--- src/rtl/fp_arith_pkg.sv ---
// Shared arithmetic package: FSM state encoding and iteration-counter sizing
// used by mult_shift_add.
package fp_arith_pkg;

  typedef enum logic [1:0] {
    IDLE = 2'd0,
    CALC = 2'd1,
    DONE = 2'd2
  } state_t;

  localparam int DEFAULT_WIDTH   = 32;
  localparam int DEFAULT_COUNT_W = $clog2(DEFAULT_WIDTH);

  // Counter width for a given operand width: $clog2(width), never below one bit.
  function automatic int count_width(input int width);
    return (width > 1) ? $clog2(width) : 1;
  endfunction

endpackage

--- src/rtl/mult_shift_add_if.sv ---
// Operand/product handshake bundle for mult_shift_add.
// Handshake rules: a transfer happens on a rising clk edge where valid and
// ready are both high; the source holds its payload stable while valid is
// high and ready is low, and ready never depends combinationally on valid.
interface mult_shift_add_if #(
  parameter int WIDTH = 32
);
  logic               in_valid;
  logic               in_ready;
  logic [WIDTH-1:0]   a;
  logic [WIDTH-1:0]   b;
  logic               out_valid;
  logic               out_ready;
  logic [2*WIDTH-1:0] product;

  modport master (
    output in_valid, a, b, out_ready,
    input  in_ready, out_valid, product
  );

  modport slave (
    input  in_valid, a, b, out_ready,
    output in_ready, out_valid, product
  );
endinterface

--- src/rtl/adder_nbit.sv ---
// N-bit adder with carry-in. IMPL_TYPE selects the structure:
// 1 = explicit ripple-carry chain, anything else = behavioural '+'.
module adder_nbit #(
  parameter int WIDTH     = 64,
  parameter int IMPL_TYPE = 0
) (
  input  logic [WIDTH-1:0] a,
  input  logic [WIDTH-1:0] b,
  input  logic             cin,
  output logic [WIDTH-1:0] sum
);

  generate
    if (IMPL_TYPE == 1) begin : g_ripple
      logic carry;
      // Bit-serial ripple chain; the final carry-out is not needed.
      always_comb begin
        carry = cin;
        sum   = '0;
        for (int i = 0; i < WIDTH; i++) begin
          sum[i] = a[i] ^ b[i] ^ carry;
          carry  = (a[i] & b[i]) | (carry & (a[i] ^ b[i]));
        end
      end
    end else begin : g_behav
      assign sum = a + b + {{(WIDTH-1){1'b0}}, cin};
    end
  endgenerate

endmodule

--- src/rtl/mult_shift_add.sv ---
// Iterative unsigned shift-and-add multiplier, one multiplier bit per cycle.
// Optional feature: define MULT_SHIFT_ADD_EARLY_EXIT_EN to leave CALC as soon
// as the remaining multiplier bits are all zero.
module mult_shift_add
  import fp_arith_pkg::*;
#(
  parameter int WIDTH     = 32,
  parameter int IMPL_TYPE = 0
) (
  input  logic              clk,
  input  logic              rst,
  mult_shift_add_if.slave   bus,
  output state_t            dbg_state
);

  localparam int                 COUNT_W    = count_width(WIDTH);
  localparam logic [COUNT_W-1:0] LAST_COUNT = COUNT_W'(WIDTH - 1);

  state_t               state;
  state_t               state_nxt;
  logic [2*WIDTH-1:0]   mcand;
  logic [2*WIDTH-1:0]   acc;
  logic [2*WIDTH-1:0]   acc_sum;
  logic [WIDTH-1:0]     mplier;
  logic [COUNT_W-1:0]   count;
  logic                 last_iter;

  // The only adder in the datapath; the product cannot overflow 2*WIDTH bits.
  adder_nbit #(
    .WIDTH     (2*WIDTH),
    .IMPL_TYPE (IMPL_TYPE)
  ) u_adder (
    .a   (acc),
    .b   (mcand),
    .cin (1'b0),
    .sum (acc_sum)
  );

`ifdef MULT_SHIFT_ADD_EARLY_EXIT_EN
  // Stop once the multiplier left after this shift has no set bits.
  assign last_iter = (count == LAST_COUNT) || (mplier[WIDTH-1:1] == '0);
`else
  assign last_iter = (count == LAST_COUNT);
`endif

  assign bus.product = acc;
  assign dbg_state   = state;

  // State register; reset wins over every handshake input.
  always_ff @(posedge clk) begin
    if (rst) state <= IDLE;
    else     state <= state_nxt;
  end

  // Next-state and handshake outputs; unknown encodings fall back to IDLE.
  always_comb begin
    state_nxt     = state;
    bus.in_ready  = 1'b0;
    bus.out_valid = 1'b0;
    case (state)
      IDLE: begin
        bus.in_ready = 1'b1;
        if (bus.in_valid) state_nxt = CALC;
      end
      CALC: begin
        if (last_iter) state_nxt = DONE;
      end
      DONE: begin
        bus.out_valid = 1'b1;
        if (bus.out_ready) state_nxt = IDLE;
      end
      default: state_nxt = IDLE;
    endcase
  end

  // Datapath: capture operands on accept, then one shift-and-add step per CALC cycle.
  always_ff @(posedge clk) begin
    if (rst) begin
      mcand  <= '0;
      mplier <= '0;
      acc    <= '0;
      count  <= '0;
    end else begin
      case (state)
        IDLE: begin
          if (bus.in_valid) begin
            mcand  <= {{WIDTH{1'b0}}, bus.a};
            mplier <= bus.b;
            acc    <= '0;
            count  <= '0;
          end
        end
        CALC: begin
          if (mplier[0]) acc <= acc_sum;
          mcand  <= mcand << 1;
          mplier <= mplier >> 1;
          count  <= count + COUNT_W'(1);
        end
        default: ;
      endcase
    end
  end

endmodule

--- src/flat_wrapper.sv ---
// flat-port wrapper written by rule: the top's interface ports become plain ports
module mult_shift_add_flat import fp_arith_pkg::*;
#(
  parameter int WIDTH     = 32,
  parameter int IMPL_TYPE = 0
)
  (clk, rst, dbg_state, bus_in_valid, bus_a, bus_b, bus_out_ready, bus_in_ready, bus_out_valid, bus_product);
  mult_shift_add_if #(.WIDTH(WIDTH)) bus_i ();
  input  logic clk;
  input  logic rst;
  output state_t dbg_state;
  input wire logic [$bits(bus_i.in_valid)-1:0] bus_in_valid;
  input wire logic [$bits(bus_i.a)-1:0] bus_a;
  input wire logic [$bits(bus_i.b)-1:0] bus_b;
  input wire logic [$bits(bus_i.out_ready)-1:0] bus_out_ready;
  output wire logic [$bits(bus_i.in_ready)-1:0] bus_in_ready;
  output wire logic [$bits(bus_i.out_valid)-1:0] bus_out_valid;
  output wire logic [$bits(bus_i.product)-1:0] bus_product;
  assign bus_i.in_valid = bus_in_valid;
  assign bus_i.a = bus_a;
  assign bus_i.b = bus_b;
  assign bus_i.out_ready = bus_out_ready;
  assign bus_in_ready = bus_i.in_ready;
  assign bus_out_valid = bus_i.out_valid;
  assign bus_product = bus_i.product;
  mult_shift_add #(.WIDTH(WIDTH), .IMPL_TYPE(IMPL_TYPE)) u_core (.clk(clk), .rst(rst), .bus(bus_i), .dbg_state(dbg_state));
endmodule
--- config.mk ---
export PLATFORM = sky130hd
export DESIGN_NAME = mult_shift_add_flat
export DESIGN_NICKNAME = d
export VERILOG_FILES = /design/src/rtl/fp_arith_pkg.sv /design/src/rtl/mult_shift_add_if.sv /design/src/rtl/adder_nbit.sv /design/src/rtl/mult_shift_add.sv /design/src/flat_wrapper.sv
export SDC_FILE = /design/constraint.sdc
export NUM_CORES = 1
export LEC_CHECK = 0
export ABC_AREA = 0
export BUFFER_PORTS_ARGS = -buffer_cell sky130_fd_sc_hd__buf_2
export CORE_MARGIN = 3
export CORE_UTILIZATION = 59
export DETAILED_ROUTE_END_ITERATION = 12
export GPL_TIMING_DRIVEN = 0
export PLACE_DENSITY = 0.84
export SETUP_SLACK_MARGIN = 0.02
export SLEW_MARGIN = 20
export SYNTH_ARGS = -nofsm -noshare
export SYNTH_HDL_FRONTEND = slang
export SYNTH_SLANG_ARGS = --single-unit
--- constraint.sdc ---
create_clock -name clk -period 3.8 [get_ports clk]
set_input_delay 0.19 -clock clk [delete_from_list [all_inputs] [get_ports clk]]
set_output_delay 0.19 -clock clk [all_outputs]
set_load 0.03 [all_outputs]
Word level (Yosys, flattened, before mapping)
Cells that the tools add are included.
{"block": "op_classes", "n_addsub": 2, "n_eq_ne": 7, "mux": 15, "n_reduce_logical": 5}
{"operator": "case mux 64 bit (2 select lines)", "count": 2}
{"operator": "two-way mux 64 bit", "count": 3}
{"operator": "adder 64 bit", "count": 1}
{"operator": "case mux 32 bit (2 select lines)", "count": 1}
{"operator": "two-way mux 32 bit", "count": 1}
{"operator": "case mux 5 bit (2 select lines)", "count": 1}
{"operator": "two-way mux 2 bit", "count": 3}
{"operator": "case mux 2 bit (3 select lines)", "count": 1}
{"operator": "AND reduction 3 bit", "count": 2}
{"operator": "adder 5 x 1 -> 5 bit (second input constant)", "count": 1}
{"operator": "== test 5 bit (second input constant)", "count": 1}
{"operator": "two-way mux 5 bit", "count": 1}
{"operator": "inequality test 2 x 1 -> 1 bit (second input constant)", "count": 2}
{"operator": "inequality test 2 bit (second input constant)", "count": 2}
{"operator": "== test 2 x 1 -> 1 bit (second input constant)", "count": 1}
{"operator": "== test 2 bit (second input constant)", "count": 1}
{"operator": "logical NOT 2 bit", "count": 1}
{"operator": "two-way mux 1 bit", "count": 2}
{"operator": "AND reduction 2 bit", "count": 1}
{"operator": "nonzero test 2 bit", "count": 1}
{"block": "totals", "register_bits": 167, "inputBits": 68, "out_inout_bits": 68, "wordCells": 34}

Depth between registers and ports, before layout
{"block": "logic_depth", "depth_word": 3, "mapped_depth": 12, "ltp_nobuf": 12}

Modules after synthesis
A second synthesis with hierarchy kept.
{"block": "unflattened", "hier_cells": 1433, "area_unflattened_um2": 11388.4}
{"module": "mult_shift_add", "n_inst": 1, "cells_each": 848, "area_per_inst_um2": 7395.8}
{"module": "adder_nbit", "n_inst": 1, "cells_each": 585, "area_per_inst_um2": 3992.6}

Worst setup path before layout
Ideal clock, no wire load.
{"block": "synth_path", "path_type": "register to register", "from": "register u_core.acc[0] (netlist: u_core.bus.product[0])", "to": "register u_core.acc[32] (netlist: u_core.bus.product[32])", "setup_time_ns": 0.117, "t_arrival_ns": 3.249, "slack_ns": 0.433, "stages_incl_launch_ff": 13, "path_buffers": 0, "cell_sequence": "dfxtp_1 ha_1 inv_1 fa_1 and2b_1 o31ai_1 a211o_1 o221ai_2 a21oi_2 o21a_1 or4_1 a21bo_1 a32o_1"}
{"block": "synth_between", "elab_chain_len": 3}
{"element": "start, declared", "line": "mult_shift_add.sv:22", "text": "logic [2*WIDTH-1:0] acc;"}
{"element": "start signal, assigned", "line": "mult_shift_add.sv:94", "text": "if (mplier[0]) acc <= acc_sum;"}
{"element": "adder 64 bit", "line": "adder_nbit.sv:26", "text": "assign sum = a + b + {{(WIDTH-1){1'b0}}, cin};"}
{"element": "two-way mux 64 bit", "line": "mult_shift_add.sv:94"}
{"element": "case mux 64 bit (2 select lines)", "line": "mult_shift_add.sv:84", "text": "case (state)"}
Every way passes these cells. The select of a mux whose other input is x is not followed.
A chain may end at the register's enable or synchronous reset.

Final worst setup path
{"block": "layout_path", "from": "register u_core.mcand[0]", "to": "register u_core.acc[32] (netlist: u_core.bus.product[32])"}
{"block": "layout_between", "elab_chain_len": 3}
{"element": "start, declared", "line": "mult_shift_add.sv:21", "text": "logic [2*WIDTH-1:0] mcand;"}
{"element": "start signal, assigned", "line": "mult_shift_add.sv:87", "text": "mcand <= {{WIDTH{1'b0}}, bus.a};"}
{"element": "start signal, assigned", "line": "mult_shift_add.sv:95", "text": "mcand <= mcand << 1;"}
{"element": "adder 64 bit", "line": "adder_nbit.sv:26"}
{"element": "two-way mux 64 bit", "line": "mult_shift_add.sv:94"}
{"element": "case mux 64 bit (2 select lines)", "line": "mult_shift_add.sv:84"}
Every way passes these cells. The select of a mux whose other input is x is not followed.

==> flow_metrics.py <==
metrics = {
    "cts": {
        "clock_latency_ns": 0.44,
        "cts.sinks": 167,
        "hold_buffers": 0,
        "numCtsBuffers": 17,
        "h-tree-depth": 4,
        "postCtsSetupBuffers": 0,
        "cts_root_buf": "clkbuf_16",
        "cts_max_path_buffers": 2,
        "clk_pin_slew_worst_paths_ns": 0.07,
        "cts_tree": "built",
    },
    "sta": {
        "tns_ns": 0,
        "setup_viol": 0,
        "skew_ns": 0.00993,
        "fin_crit_sh": 0.920,
        "drv_slew": 0,
        "slew-limit-headroom": 0.367,
        "hold_viol_final": 0,
        "rsz0062_at_grt": "no",
        "fmax_ghz": 0.286,
        "tightest_slew_ns": 0.925,
        "period_minus_slack_ns": 3.49,
    },
    "floorplan": {
        "die_x_um": 139,
        "ios": 136,
        "fp.coreArea_um2": 17400,
        "die_y_um": 139,
        "num_rows": 48,
        "initial_core_util": 0.606,
        "dieArea_um2": 19500,
    },
    "route": {
        "drt-initial-drc-count": 781,
        "firstDrtPassIters": 6,
        "vias": 10900,
        "drcViolationCount": 0,
        "ant_nets": 0,
        "vias_per_cell": 6.02,
        "wire_per_inst_um": 17.3,
        "routed_wirelength_um": 31400,
    },
    "synth": {
        "yosysWarnings": 0,
        "synth_top_area_cell": "dfxtp_1",
        "synthFlopType": "dfxtp_1",
        "ys_ff_latch": 167,
        "synth_enable_flop_cells": 0,
        "synth_async_sr_flop_share": 0,
        "syn_area_um2": 10500,
        "yosysMostFrequentCell": "nor2_1",
        "synthTopCellsByCount": "nor2_1, dfxtp_1, a21oi_1",
        "syn_avg_cell_area_um2": 7.38,
        "synth_cell_types": 71,
        "synth_top_area_share": 0.318,
        "ys_seq_area_frac": 0.318,
        "synth_nets": 1559,
        "postSynthCellCount": 1425,
        "synth.area.top_cells": "dfxtp_1, nor2_1, ha_1",
    },
    "final_layout": {
        "drive_above_1_share": 0.117,
        "stdcell_area_um2": 12100,
        "num-nets-final": 1713,
        "instances_no_fill": 1816,
        "syn2layout_area_growth_pct": 15.5,
        "fillers": 1444,
        "final_util": 0.699,
        "n_antenna_cell": 0,
    },
    "global_route": {
        "grt_pass1_vias": 10200,
        "grt_use_met1": 0.405,
        "use_met3": 0.0670,
        "overflow": 0,
        "grt_busiest_layer": "met2",
        "grtUsageMet2": 0.522,
        "grt_pass1_wl_um": 50700,
        "grt_antenna_before_repair": 0,
        "grt_util_all_layers": 0.314,
        "grt_max_degree": 17,
    },
    "worst_setup_path": {
        "crit_required_ns": 4.14,
        "end_kind": "flip-flop",
        "cp-start-kind": "flip-flop",
        "worstPathArrival_ns": 3.83,
        "worstPathMaxFanout": 5,
        "criticalPathCategory": "flip-flop to flip-flop",
    },
    "placement": {
        "portBuffers": 135,
        "dp_hpwl_um": 23500,
        "dpl-instance-area_um2": 11500,
        "placedCellCount": 1785,
        "gp_congestion": 0.953,
    },
    "power": {
        "powerDensity_nw_per_um2": 368,
        "leakagePower_nw": 5.50,
        "ir_drop_mv": 0.337,
    },
    "run_status": {
        "outcome": "completed",
    },
    "worst_hold_path": {
        "min_path_type": "input pin to flip-flop",
    },
    "flow_run": {
        "max-cap-violations": 0,
    },
}
-- cells in the final DEF, fill, tap and decap left out, drive strengths merged, types with 4 or more instances in the layout --
cell	instances
bufinv	6
a2111oi	4
nand2	93
dfxtp	167
o21bai	15
xnor2	24
o21ai	63
nor4	6
a21oi	142
xor2	20
a21o	45
a22oi	58
o211ai	10
and3	8
nand4	14
nor2b	69
o31ai	6
o21a	9
nor2	299
or3	5
a211oi	8
clkbuf	106
buf	142
a31oi	10
ha	65
and2	8
nand3b	6
nor3	72
or2	7
inv	24
nand3	13
nand2b	7
-- critical path, stage by stage, from the launching register on --
cell and delay [ns]:
dfxtp_1 0.38, ha_1 0.23, inv_1 0.07, fa_1 0.37, and2b_1 0.24, o31ai_1 0.12, a211o_1 0.35, o221ai_2 0.29
a21oi_2 0.13, o21a_1 0.26, or4_1 0.51, a21bo_1 0.21, a32o_1 0.24
-- flip-flops by register name (all words and copies together) (netlist names) --
register	flops
u_core.mplier	32
u_core.dbg_state	2
u_core.bus.product	64
u_core.mcand	64
u_core.count	5
-- routing by layer --
metal	wire [µm]	vias to the layer above	part of all wire
met5	0	-	0
met4	958	0	0.031
met3	2340	74	0.074
met2	14700	445	0.47
met1	13400	5060	0.43
li1	-	5349	-
-- timing repair --
| item | in CTS | in global routing |
|---|---|---|
| setup endpoints to repair | 0 | 1 |
| gates resized for setup | 0 | 1 |
| hold endpoints to repair | 0 | 0 |
-- final cells by class --
class | count | area (µm²) | area share
plain buffers | 96 | 360 | 0.0297
multi-input cells | 1142 | 6730 | 0.555
flip-flops and latches | 167 | 3340 | 0.275
inverters | 20 | 75.1 | 0.00619
well taps | 225 | 282 | 0.0232
repair buffers | 135 | 676 | 0.0557
clock inverters | 14 | 244 | 0.0201
clock buffers | 17 | 425 | 0.0351
-- where the power goes --
| part | internal [mW] | leakage, nW | switching, mW | total, mW |
|---|---|---|---|---|
| Sequential | 1.82 | 1.36 | 0.0554 | 1.88 |
| Clock | 1.24 | 0.321 | 0.770 | 2.01 |
| Combinational | 0.205 | 3.82 | 0.372 | 0.577 |
-- path summary, 6_finish.rpt --
path	cells after the start	startpoint	end	slack (ns)
setup / recovery	12	u_core.mcand[0]$_SDFFE_PP0P_	u_core.bus.product[32]$_SDFFE_PP0P_	0.31
hold / removal	3	bus_b[31]	u_core.mplier[31]$_SDFFE_PP0P_	0.03
setup reg to reg	12	u_core.mcand[0]$_SDFFE_PP0P_	u_core.bus.product[32]$_SDFFE_PP0P_	0.31
hold reg to reg	2	u_core.bus.product[55]$_SDFFE_PP0P_	u_core.bus.product[55]$_SDFFE_PP0P_	0.48
-- per-stage QoR --
step / setup WS, ns / power (mW) / hold slack (ns)
2_1_floorplan: 0.433 / 2.30 / 0.362
3_3_place_gp: 0.380 / 2.46 / 0.462
3_5_place_dp: 0.388 / 2.48 / 0.457
4_1_cts: 0.350 / 4.46 / 0.0219
5_1_grt: 0.115 / 4.61 / 0.0471
6_report: 0.306 / 4.46 / 0.0255
-- logic make-up (layout without fill, tap and decap cells) --
kind of cell	Yosys count	in the layout	share of synthesized area
xor gates and xnor gates	44	44	0.0367
adders and majority gates	66	66	0.0793
DFF	167	167	0.318
muxes	5	5	0.00500
and+or+nand+nor	619	619	0.268
buffers and inverters	116	282	0.0414
AOI/OAI and AO/OA	408	408	0.251
Note: power is estimated with default switching activity, not from simulation.
